## config.mk

```make
export PLATFORM = sky130hd
export DESIGN_NAME = regfile_wb_arbiter
export DESIGN_NICKNAME = d
export VERILOG_FILES = /design/src/rtl/regfile_wb_pkg.sv /design/src/rtl/regfile_wb_arbiter_rr_arb2.sv /design/src/rtl/regfile_wb_arbiter.sv
export SDC_FILE = /design/constraint.sdc
export NUM_CORES = 1
export LEC_CHECK = 0
export ABC_AREA = 1
export CORE_MARGIN = 5
export CORE_UTILIZATION = 38
export CTS_BUF_LIST = sky130_fd_sc_hd__clkbuf_16
export DETAILED_ROUTE_END_ITERATION = 6
export PLACE_DENSITY = 0.74
export SYNTH_ARGS = -nofsm -noshare
export SYNTH_HDL_FRONTEND = slang
export SYNTH_HIERARCHICAL = 1
export SYNTH_SLANG_ARGS = --single-unit
```

## constraint.sdc

```tcl
create_clock -name Clk -period 1.6 [get_ports Clk]
set_clock_uncertainty 0.15 [all_clocks]
set_input_delay 0.24 -clock Clk [delete_from_list [all_inputs] [get_ports Clk]]
set_output_delay 0.24 -clock Clk [all_outputs]
set_load 0.1 [all_outputs]
```

## src/rtl/regfile_wb_pkg.sv

```systemverilog
// Shared types for the RegFile write-back scheduler.
// Default widths match the 8-bit split RegFile with four registers.
package regfile_wb_pkg;
  localparam int WB_W = 8;
  localparam int WB_A = 2;

  typedef enum logic [1:0] {S_IDLE, S_LO, S_HI} wb_state_e;
  typedef enum logic {SRC_ALU, SRC_LSU} wb_src_e;

  typedef struct packed {
    logic [WB_A-1:0]   addr;
    logic [2*WB_W-1:0] data;
    logic              wide;
  } wb_req_t;
endpackage

```

## src/rtl/regfile_wb_arbiter_rr_arb2.sv

```systemverilog
// Two-way round-robin arbiter: req[0]=ALU, req[1]=LSU, one-hot gnt.
// rr_last moves only when the granted request is actually accepted (advance).
module rr_arb2
  import regfile_wb_pkg::*;
(
  input  logic       Clk,
  input  logic       Reset,
  input  logic [1:0] req,
  input  logic       advance,
  output logic [1:0] gnt
);
  wb_src_e rr_last_q, rr_last_d;

  always_comb begin
    gnt       = 2'b00;
    rr_last_d = rr_last_q;
    if (req == 2'b11) begin
      gnt = (rr_last_q == SRC_LSU) ? 2'b01 : 2'b10;
    end else begin
      gnt = req;
    end
    if (advance) begin
      rr_last_d = gnt[1] ? SRC_LSU : SRC_ALU;
    end
  end

  always_ff @(posedge Clk) begin
    if (Reset) rr_last_q <= SRC_LSU;
    else       rr_last_q <= rr_last_d;
  end
endmodule

```

## src/rtl/regfile_wb_arbiter.sv

```systemverilog
// Write-back scheduler sharing the RegFile write port between ALU and LSU;
// wide results are written as a low beat then a high beat, owning uppOrLow.
module regfile_wb_arbiter
  import regfile_wb_pkg::*;
#(
  parameter int               W         = WB_W,
  parameter int               A         = WB_A,
  parameter logic [2**A-1:0]  WIDE_MASK = 4'b1001
) (
  input  logic           Clk,
  input  logic           Reset,
  input  logic           alu_valid,
  output logic           alu_ready,
  input  logic [A-1:0]   alu_addr,
  input  logic [2*W-1:0] alu_data,
  input  logic           alu_wide,
  input  logic           lsu_valid,
  output logic           lsu_ready,
  input  logic [A-1:0]   lsu_addr,
  input  logic [2*W-1:0] lsu_data,
  input  logic           lsu_wide,
  input  logic           rd_upp_or_low,
  output logic           rf_write_en,
  output logic [A-1:0]   rf_waddr,
  output logic [W-1:0]   rf_data_in,
  output logic           rf_upp_or_low,
  output logic           rd_stall,
  output logic           err_wide,
  output logic           wb_busy
);
  wb_state_e  state_q, state_d;
  wb_req_t    op_q, op_d;
  logic       err_wide_q, err_wide_d;
  logic [1:0] gnt;
  logic       can_accept, accept, wide_ok;
  wb_req_t    req_sel;

  rr_arb2 u_arb (
    .Clk     (Clk),
    .Reset   (Reset),
    .req     ({lsu_valid, alu_valid}),
    .advance (accept),
    .gnt     (gnt)
  );

  always_comb begin
    // A new op may start whenever the current one finishes in this cycle.
    can_accept = !Reset && ((state_q == S_IDLE) ||
                            (state_q == S_LO && !op_q.wide) ||
                            (state_q == S_HI));
    alu_ready  = can_accept & gnt[0];
    lsu_ready  = can_accept & gnt[1];
    accept     = can_accept & (|gnt);

    req_sel = gnt[1] ? '{addr: lsu_addr, data: lsu_data, wide: lsu_wide}
                     : '{addr: alu_addr, data: alu_data, wide: alu_wide};
    wide_ok = WIDE_MASK[req_sel.addr];

    state_d    = S_IDLE;
    op_d       = op_q;
    err_wide_d = 1'b0;
    if (accept) begin
      op_d       = req_sel;
      op_d.wide  = req_sel.wide & wide_ok;
      err_wide_d = req_sel.wide & ~wide_ok;
      state_d    = S_LO;
    end else if (state_q == S_LO && op_q.wide) begin
      state_d = S_HI;
    end
  end

  always_ff @(posedge Clk) begin
    if (Reset) begin
      state_q    <= S_IDLE;
      op_q       <= '0;
      err_wide_q <= 1'b0;
    end else begin
      state_q    <= state_d;
      op_q       <= op_d;
      err_wide_q <= err_wide_d;
    end
  end

  always_comb begin
    rf_write_en   = 1'b0;
    rf_waddr      = '0;
    rf_data_in    = '0;
    rf_upp_or_low = rd_upp_or_low;
    case (state_q)
      S_LO: begin
        rf_write_en   = 1'b1;
        rf_waddr      = op_q.addr;
        rf_data_in    = op_q.data[W-1:0];
        rf_upp_or_low = 1'b0;
      end
      S_HI: begin
        rf_write_en   = 1'b1;
        rf_waddr      = op_q.addr;
        rf_data_in    = op_q.data[2*W-1:W];
        rf_upp_or_low = 1'b1;
      end
      default: ;
    endcase
    rd_stall = rf_write_en & (rf_upp_or_low != rd_upp_or_low);
    err_wide = err_wide_q;
    wb_busy  = (state_q != S_IDLE);
  end
endmodule

```

=== Word-level counts from Yosys, hierarchy flattened ===
Cells that the tools add are included.
W data, S select, Z words.

* Add/subtract/negate cells: 0
* Multipliers: 0
* Divide/modulo/power cells: 0
* $lt $le $gt $ge: 1
* Eq/ne operators: 4
* Shift-type cells: 0
* Multiplexer cells: 12
* Bitwise gates (word level): 8
* Reductions and logical operators: 13

{| class="wikitable"
|+ Operators by type and width
! cell !! count
|-
| $mux W19 || 1
|-
| $pmux W8 S2 || 1
|-
| $mux W2 || 4
|-
| $reduce_or A2 Y1 || 4
|-
| $and A1 B1 Y1 || 6
|-
| $eq A2 B2 Y1 const B || 2
|-
| $mux W1 || 4
|-
| $logic_and A1 B1 Y1 || 3
|-
| $lt A2 B3 Y1 const B || 1
|-
| $bmux W1 S2 || 1
|-
| $eq A2 B1 Y1 const B || 1
|-
| $logic_not A1 Y1 || 2
|-
| $logic_not A2 Y1 || 1
|-
| $logic_or A1 B1 Y1 || 2
|-
| $not A1 Y1 || 2
|-
| $pmux W1 S2 || 1
|-
| $reduce_bool A2 Y1 || 1
|-
| $ne A1 B1 Y1 || 1
|}

* Flip-flop bits (word level): 23
* Latch bits: 0
* RAM bits: 0
* ROM bits: 0
* Bits of input ports: 43
* Output and inout port bits: 17
* Word-level logic and storage cells: 45
* Memories kept: 0

=== Longest topological paths before layout ===
Gate-level depths: netlist of run 1.

* Depth after elaboration: 8
* Gate-level depth with buffers: 11
* Gate-level depth less buffers: 10

=== Modules after synthesis ===
The synthesis of run 1 kept the hierarchy.

{| class="wikitable"
|+ By module, submodules not included
! module !! times used !! cells an instance !! area each (µm²) !! sequential area each (µm²)
|-
| regfile_wb_arbiter || 1 || 226 || 1,331.3 || 440.4
|-
| rr_arb2 || 1 || 9 || 58.8 || 20.0
|}

=== Worst setup path after synthesis of run 1 ===
OpenSTA, ideal clock, no wires.

* Path type: flip-flop to output port
* From: register state_q[0]
* To: output rf_data_in[3]
* Data arrival time: 3.944 ns
* Data required time: 1.210 ns
* Setup slack: -2.734 ns
* Cell stages (with the launch flop): 6
* Path buffers: 1
* Cells stage by stage: dfxtp_1 inv_1 ha_1 buf_2 inv_1 o32ai_1

* Word-level cells in the longest chain between the ends: 2
* Elaborated cells between the ends (all ways): 3
* Those cells by class: 2 x eq/ne; 1 x mux

{| class="wikitable"
|+ RTL lines
! element !! line !! RTL
|-
| from (decl) || regfile_wb_arbiter.sv:31 || <nowiki>wb_state_e state_q, state_d;</nowiki>
|-
| from (signal assigned) || regfile_wb_arbiter.sv:78 || <nowiki>state_q <= state_d;</nowiki>
|-
| $eq A2 B2 Y1 / $eq A2 B1 Y1 (equally long branches) || regfile_wb_arbiter.sv:89 || <nowiki>case (state_q)</nowiki>
|-
| $pmux W8 S2 * || regfile_wb_arbiter.sv:89 ||
|-
| to (decl) || regfile_wb_arbiter.sv:25 || <nowiki>output logic [W-1:0] rf_data_in,</nowiki>
|}

Mark *: on every way between the ends. The rest lies on a longest branch, timed or not.

=== Worst setup path in the final report of run 1 ===
* From: register state_q[1]
* To: output rf_data_in[6]

The elaborated chain is that of the path after synthesis.

==> results of run 1 <==
-- Yosys cell counts, drive strengths merged --
library cell | n | area [sq um]
a21boi | 2 | 15.0
a21oi | 1 | 5.00
and2 | 1 | 6.26
buf | 9 | 56.3
clkbuf | 1 | 3.75
dfxtp | 23 | 460
ha | 3 | 37.5
inv | 33 | 124
nand2 | 107 | 404
nand3 | 10 | 62.6
nand4 | 1 | 6.26
nor2 | 31 | 116
nor3 | 2 | 15.0
o21ai | 5 | 25.0
o32ai | 5 | 43.8
xor2 | 1 | 8.76
-- critical path: cells and delay by family, from the launching register on --
kind,cells,cell delay [ns]
adders and majority gates,1,0.30
DFF,1,0.35
buffers and inverters,4,0.54
AOI/OAI and AO/OA,1,0.33
-- power groups by stage --
| stage | Sequential, mW | Combinational [mW] | Clock, mW |
|---|---|---|---|
| 3_3_place_gp | 0.662 | 0.818 | 0 |
| 2_1_floorplan | 0.667 | 0.485 | 0 |
| 6_report | 0.669 | 1.20 | 0.568 |
| 3_5_place_dp | 0.665 | 0.831 | 0 |
| 5_1_grt | 0.672 | 1.24 | 0.583 |
| 4_1_cts | 0.655 | 1.04 | 0.551 |
-- final cells by class --
type / instances / area, sq um / area share (%)
flip-flops and latches: 23 / 463 / 14.1
repair buffers: 99 / 1270 / 38.7
inverters: 33 / 138 / 4.20
well taps: 48 / 60.1 / 1.83
multi-input cells: 169 / 1270 / 38.7
clock inverters: 1 / 3.75 / 0.115
clock buffers: 3 / 75.1 / 2.29
-- layer usage --
layer	GRT usage, %	vias to the layer above	share of wire [%]
li1	-	893	-
met5	0	-	0
met1	30.3	939	38
met4	10.6	0	4.7
met2	47.3	113	51
met3	3.60	31	5.9
-- repair_timing --
item,in CTS,in global routing
endpoints found under the setup margin,37,38
gates resized for setup,44,57
pin swaps,7,21
gates cloned,4,2
buffers inserted,11,6
endpoints found under the hold margin,0,0
-- sequential cells by signal, summed over array words and instances, names as in the netlist --
register / count
err_wide: 1
state_q: 2
u_arb/rr_last_q: 1
op_q: 19
-- final timing paths --
check,endpoint,slack (ns),cells after the start
worst max-delay path,rf_data_in[6],-0.60,6
worst min-delay path,op_q[3],0.34,2
worst max register to register,op_q[5],-0.37,12
worst min register to register,op_q[3],0.34,2
-- cell families after synthesis --
logic type / after synthesis / share of synthesized area (%)
adders and majority gates: 3 / 2.70
buffers and inverters: 43 / 13.2
AOI/OAI and AO/OA: 13 / 6.39
and+or+nand+nor: 152 / 43.9
DFF: 23 / 33.1
xor gates and xnor gates: 1 / 0.630
==> flow_summary_export.csv, run 1 <==
group,metric,value,unit
setup_path,worstPathArrival,1.81,ns
floorplan,dieArea,4970,sq um
setup_path,cp_max_fo,6,
clocking,tritoncts,"done",
detailed_routing,drc,0,
floorplan,die_x,70.5,um
placement,place_worst_setup_slack,-0.250,ns
cells_and_area,layout_common_cells,"82 x sky130_fd_sc_hd__nand2_1, 42 x sky130_fd_sc_hd__clkdlybuf4s50_1, 25 x sky130_fd_sc_hd__inv_1",
logic_synthesis,postSynthAreaPerCell,5.92,sq um
setup_path,timing.setup.critical_path_class,"reg -> out",
setup_path,critical-path-max-stage-delay,0.35,ns
setup_path,path_common_cell,"sky130_fd_sc_hd__buf_12",
global_routing,overflow,0,
setup_path,required,1.21,ns
floorplan,floorplan.rows,22,
setup_path,crit_path_end_kind,"output pin",
cells_and_area,final_standard_cell_count_with_taps_included_and_fillers_excluded,376,
min_path,hold_path.class,"reg -> reg",
logic_synthesis,synth_fp_nets,281,
detailed_routing,drt_wl_total,7.91,mm
detailed_routing,drt_first_pass_iters,4,
detailed_routing,drt-wirelength-per-cell,21.0,um
flow_run,drv_cap,0,
placement,place.port_buffers,59,
global_routing,grt.total_usage,26.1,%
clocking,cts_max_level,1,
timing,timing_max_transition_violations_final,0,
global_routing,initial_antenna_violation_count,0,
clocking,numCtsBuffers,3,
cells_and_area,areaGrowthSynthToFinish,136,%
pwr,power.share.clock,23.3,%
pwr,ir_worst_vdd,0.000476,V
pwr,p_sw,949,uW
logic_synthesis,synth-seq-cells,23,
timing,worst_hold_margin,0.343,ns
cells_and_area,final_util,90.9,%
logic_synthesis,yosysWarnings,6,
pwr,power,2.44,mW
detailed_routing,detail_route.vias_per_cell,5.26,
global_routing,first_pass_grt_wire_length,10.2,mm
timing,setup_ws,-0.596,ns
logic_synthesis,syn-cell-area,1390,sq um
timing,transition_time_at_the_pin_with_the_least_slew_margin,0.488,ns
clocking,cts_buffer_depth,2,
clocking,post_cts_hold_buffer_count,0,
min_path,min_from,"op_q[3]",
timing,finalSetupViolations,38,
setup_path,critPathLaunch,"state_q[1]",
cells_and_area,mostFrequentLayoutCell,"sky130_fd_sc_hd__nand2_1",
detailed_routing,detail_route.iter0.violations,152,
clocking,clk_pin_slew,0.07,ns
global_routing,grt_start_max_net_pins,13,
detailed_routing,antenna_violating_nets_post_route,0,
pwr,pd_cells,743,nW/um^2
global_routing,number_of_global_route_vias_before_repair,1939,
pwr,power.share.combinational,49.2,%
timing,slew_headroom,67.4,%
placement,place.gp.congestion,0.742,
pwr,power_frac_seq,27.5,%
clocking,tritoncts_num_sinks,23,
setup_path,timing.critical_path.from_type,"flip-flop",
detailed_routing,vias,1976,
setup_path,crit-reg2reg-launch,"state_q[1]",
floorplan,floorplan.initialDensity,38.5,%
floorplan,floorplan.core_area,3610,sq um
timing,finalCriticalPeriod,2.20,ns
cells_and_area,antenna_cells,0,
placement,numPlacedInstances,358,
timing,max_freq,455,MHz
run_status,status,"finished with violations",
floorplan,floorplan.io_pins,60,
cells_and_area,final_design_area_no_fill,3280,sq um
floorplan,height_of_the_die,70.5,um
setup_path,crit_path_cell_trace,"inv_2 -> ha_4 -> clkinvlp_4 -> buf_12 -> o32ai_4 -> buf_12",
placement,placed_cell_area,2630,sq um
timing,final_min_period_over_clock_period,137,%
placement,post-dp-hpwl,3.21,mm
timing,fin_tns_setup,-13.77,ns
logic_synthesis,syn-instance-count,235,
timing,grt_setup_unrepaired,"yes",
run_status,failed_checks,"setup timing",
clocking,clk_latency,0.27,ns
clocking,root_buffer,"sky130_fd_sc_hd__clkbuf_16",
timing,hold_viol,0,
cells_and_area,num-fill-cells,138,
pwr,static-leakage-power,1.46,nW
cells_and_area,finish.net_count,375,
setup_path,crit_slowest_cell,"sky130_fd_sc_hd__dfxtp_2",
pwr,internal-power,1.49,mW
cells_and_area,drive_above_1_share,43.0,%
pwr,netSwitchingFraction,39.0,%
logic_synthesis,yosysSeqAreaShare,33.1,%
logic_synthesis,synth_cell_type_count,23,
(Power assumes the default switching activity.)
==> run 2: changes to the inputs <==
--- a/config.mk
+++ b/config.mk
@@ -6,11 +6,14 @@
 export NUM_CORES = 1
 export LEC_CHECK = 0
 export ABC_AREA = 1
+export CAP_MARGIN = 10
+export CELL_PAD_IN_SITES_DETAIL_PLACEMENT = 0
+export CELL_PAD_IN_SITES_GLOBAL_PLACEMENT = 1
 export CORE_MARGIN = 5
-export CORE_UTILIZATION = 38
+export CORE_UTILIZATION = 25
 export CTS_BUF_LIST = sky130_fd_sc_hd__clkbuf_16
 export DETAILED_ROUTE_END_ITERATION = 6
-export PLACE_DENSITY = 0.74
+export PLACE_DENSITY = 0.75
 export SYNTH_ARGS = -nofsm -noshare
 export SYNTH_HDL_FRONTEND = slang
 export SYNTH_HIERARCHICAL = 1
==> run 2 against run 1 <==
The run still ends with setup timing left. Sequential share of layout area is 1.0 points higher. Global-route usage is 12 points lower. First-iteration DRC count decreased by 66%. Worst hold slack got worse by 0.015 ns. Combinational power down 16%. Via count down 18%. Core utilization shrank 35 points. Register-to-register slack improved by 0.08 ns.
==> flow_summary_export.csv, run 2 (synthesis results as in run 1) <==
group,metric,value,unit
pwr,power.share.combinational,45.5,%
run_status,failed_checks,"setup timing",
clocking,cts_max_level,1,
run_status,status,"finished with violations",
timing,hold_viol,0,
floorplan,dieArea,7150,sq um
min_path,hold_path.class,"reg -> reg",
setup_path,r2r_end,"op_q[0]",
timing,max_freq,476,MHz
clocking,cts_buffer_depth,2,
placement,placed_cell_area,2640,sq um
cells_and_area,areaGrowthSynthToFinish,120,%
pwr,internal-power,1.45,mW
cells_and_area,max_flop_register,"op_q",
pwr,power.share.clock,25.0,%
detailed_routing,detail_route.vias_per_cell,4.09,
pwr,netSwitchingFraction,34.6,%
setup_path,timing.critical_path.from_type,"flip-flop",
detailed_routing,drc,0,
placement,post-dp-hpwl,3.39,mm
cells_and_area,antenna_cells,0,
timing,grt_setup_unrepaired,"yes",
cells_and_area,final_design_area_no_fill,3050,sq um
timing,finalCriticalPeriod,2.10,ns
floorplan,floorplan.initialDensity,25.6,%
setup_path,crit-reg2reg-launch,"state_q[1]",
global_routing,first_pass_grt_wire_length,7.89,mm
global_routing,overflow,0,
setup_path,r2r_slack,-0.29,ns
pwr,pd_cells,727,nW/um^2
min_path,min_from,"op_q[2]",
clocking,tritoncts_num_sinks,23,
clocking,post_cts_hold_buffer_count,0,
global_routing,grt.total_usage,13.6,%
timing,timing_max_transition_violations_final,0,
global_routing,number_of_global_route_vias_before_repair,1687,
cells_and_area,final_standard_cell_count_with_taps_included_and_fillers_excluded,398,
detailed_routing,drt_wl_total,4.80,mm
detailed_routing,vias,1629,
setup_path,timing.setup.critical_path_class,"reg -> out",
flow_run,drv_cap,0,
floorplan,floorplan.core_area,5440,sq um
timing,finalSetupViolations,38,
pwr,power_frac_seq,29.5,%
placement,place.port_buffers,59,
timing,transition_time_at_the_pin_with_the_least_slew_margin,0.425,ns
clocking,clk_latency,0.26,ns
global_routing,initial_antenna_violation_count,0,
floorplan,floorplan.io_pins,60,
cells_and_area,final_util,56.1,%
clocking,numCtsBuffers,3,
detailed_routing,drt_first_pass_iters,4,
timing,slew_headroom,71.6,%
setup_path,worstPathArrival,1.71,ns
setup_path,cp_max_fo,6,
timing,fin_tns_setup,-11.29,ns
pwr,p_sw,767,uW
cells_and_area,largest_register_ff_count,19,
pwr,ir_worst_vdd,0.000378,V
cells_and_area,drive_above_1_share,30.7,%
cells_and_area,mostFrequentLayoutCell,"sky130_fd_sc_hd__nand2_1",
floorplan,die_x,84.6,um
pwr,power,2.22,mW
setup_path,required,1.21,ns
setup_path,r2r_cells,14,
cells_and_area,reg.largest.list,"op_q (19), state_q (2)",
placement,numPlacedInstances,381,
setup_path,crit_path_end_kind,"output pin",
min_path,min_to,"op_q[2]",
timing,setup_ws,-0.500,ns
floorplan,height_of_the_die,84.6,um
detailed_routing,drt-wirelength-per-cell,12.1,um
detailed_routing,antenna_violating_nets_post_route,0,
cells_and_area,layout_common_cells,"98 x sky130_fd_sc_hd__nand2_1, 42 x sky130_fd_sc_hd__clkdlybuf4s50_1, 26 x sky130_fd_sc_hd__inv_1",
clocking,root_buffer,"sky130_fd_sc_hd__clkbuf_16",
clocking,tritoncts,"done",
pwr,static-leakage-power,1.41,nW
cells_and_area,finish.net_count,373,
placement,place.gp.congestion,0.798,
min_path,worstHoldPathCells,2,
floorplan,floorplan.rows,27,
detailed_routing,detail_route.iter0.violations,52,
timing,final_min_period_over_clock_period,131,%
cells_and_area,num-fill-cells,480,
clocking,clk_pin_slew,0.07,ns
global_routing,grt_start_max_net_pins,13,
## run 2: changes by cell type in the layout (fill, tap and decap cells not counted), moves of 5 or more
cell,delta
sky130_fd_sc_hd__nor2_2,-5
sky130_fd_sc_hd__buf_6,-5
sky130_fd_sc_hd__nand2_2,-7
sky130_fd_sc_hd__nor2_4,-8
sky130_fd_sc_hd__nor2_1,+13
sky130_fd_sc_hd__nand2_1,+16
sky130_fd_sc_hd__nand3_1,+6
sky130_fd_sc_hd__nand2_4,-7
sky130_fd_sc_hd__nand3_2,-5
## run 2: metal layers
| metal | part of all wire, % | wire [um] | up-vias | GRT usage [%] |
|---|---|---|---|---|
| li1 | - | - | 893 | - |
| met4 | 1.4 | 65 | 0 | 5.61 |
| met2 | 50 | 2420 | 44 | 24.6 |
| met5 | 0 | 0 | - | 0 |
| met1 | 43 | 2060 | 688 | 15.9 |
| met3 | 5.3 | 255 | 4 | 2.06 |
## run 2: final cells by class
| cell class | instances | area, sq um | share of cell area (%) |
|---|---|---|---|
| well taps | 72 | 90.1 | 2.95 |
| clock inverters | 1 | 3.75 | 0.123 |
| flip-flops and latches | 23 | 463 | 15.2 |
| multi-input cells | 170 | 1040 | 34.2 |
| repair buffers | 96 | 1240 | 40.5 |
| clock buffers | 3 | 75.1 | 2.46 |
| inverters | 33 | 138 | 4.51 |
## run 2: worst max path at each step
| stage | startpoint | endpoint | slack, ns |
|---|---|---|---|
| detailed placement | alu_valid | u_arb/rr_last_q | -0.25 |
| finish | state_q[1] | rf_data_in[4] | -0.50 |
| floorplan | state_q[0] | rd_stall | -0.96 |
| CTS | state_q[1] | rf_data_in[4] | -0.50 |
| global route | state_q[1] | rf_data_in[4] | -0.56 |
| global placement | alu_valid | u_arb/rr_last_q | -0.22 |
## run 2: critical path, cell delays in order, from the launching register on
cell and delay [ns]:
sky130_fd_sc_hd__dfxtp_2 0.34, sky130_fd_sc_hd__inv_2 0.06, sky130_fd_sc_hd__ha_4 0.28, sky130_fd_sc_hd__clkinvlp_4 0.09
sky130_fd_sc_hd__buf_12 0.15, sky130_fd_sc_hd__o32ai_4 0.31, sky130_fd_sc_hd__buf_12 0.22
## run 2: power groups by stage
stage | registers (mW) | logic [mW] | clock network (mW)
2_1_floorplan | 0.667 | 0.485 | 0
3_3_place_gp | 0.662 | 0.831 | 0
3_5_place_dp | 0.664 | 0.837 | 0
4_1_cts | 0.653 | 0.992 | 0.559
5_1_grt | 0.657 | 1.08 | 0.582
6_report | 0.654 | 1.01 | 0.555
## run 2: what timing repair did
| item | 4_1_cts | 5_1_grt |
|---|---|---|
| setup buffers | 8 | 0 |
| pin swaps | 3 | 4 |
| resized for setup | 21 | 11 |
| setup endpoints to repair | 36 | 38 |
| cloned | 5 | 0 |
| hold endpoints to repair | 0 | 0 |
## run 2: per-stage QoR
stage          worst slack, ns  hold slack, ns
6_report                -0.500           0.329
5_1_grt                 -0.556           0.361
4_1_cts                 -0.500           0.329
3_5_place_dp            -0.253           0.305
3_3_place_gp            -0.217           0.308
2_1_floorplan           -0.962           0.160
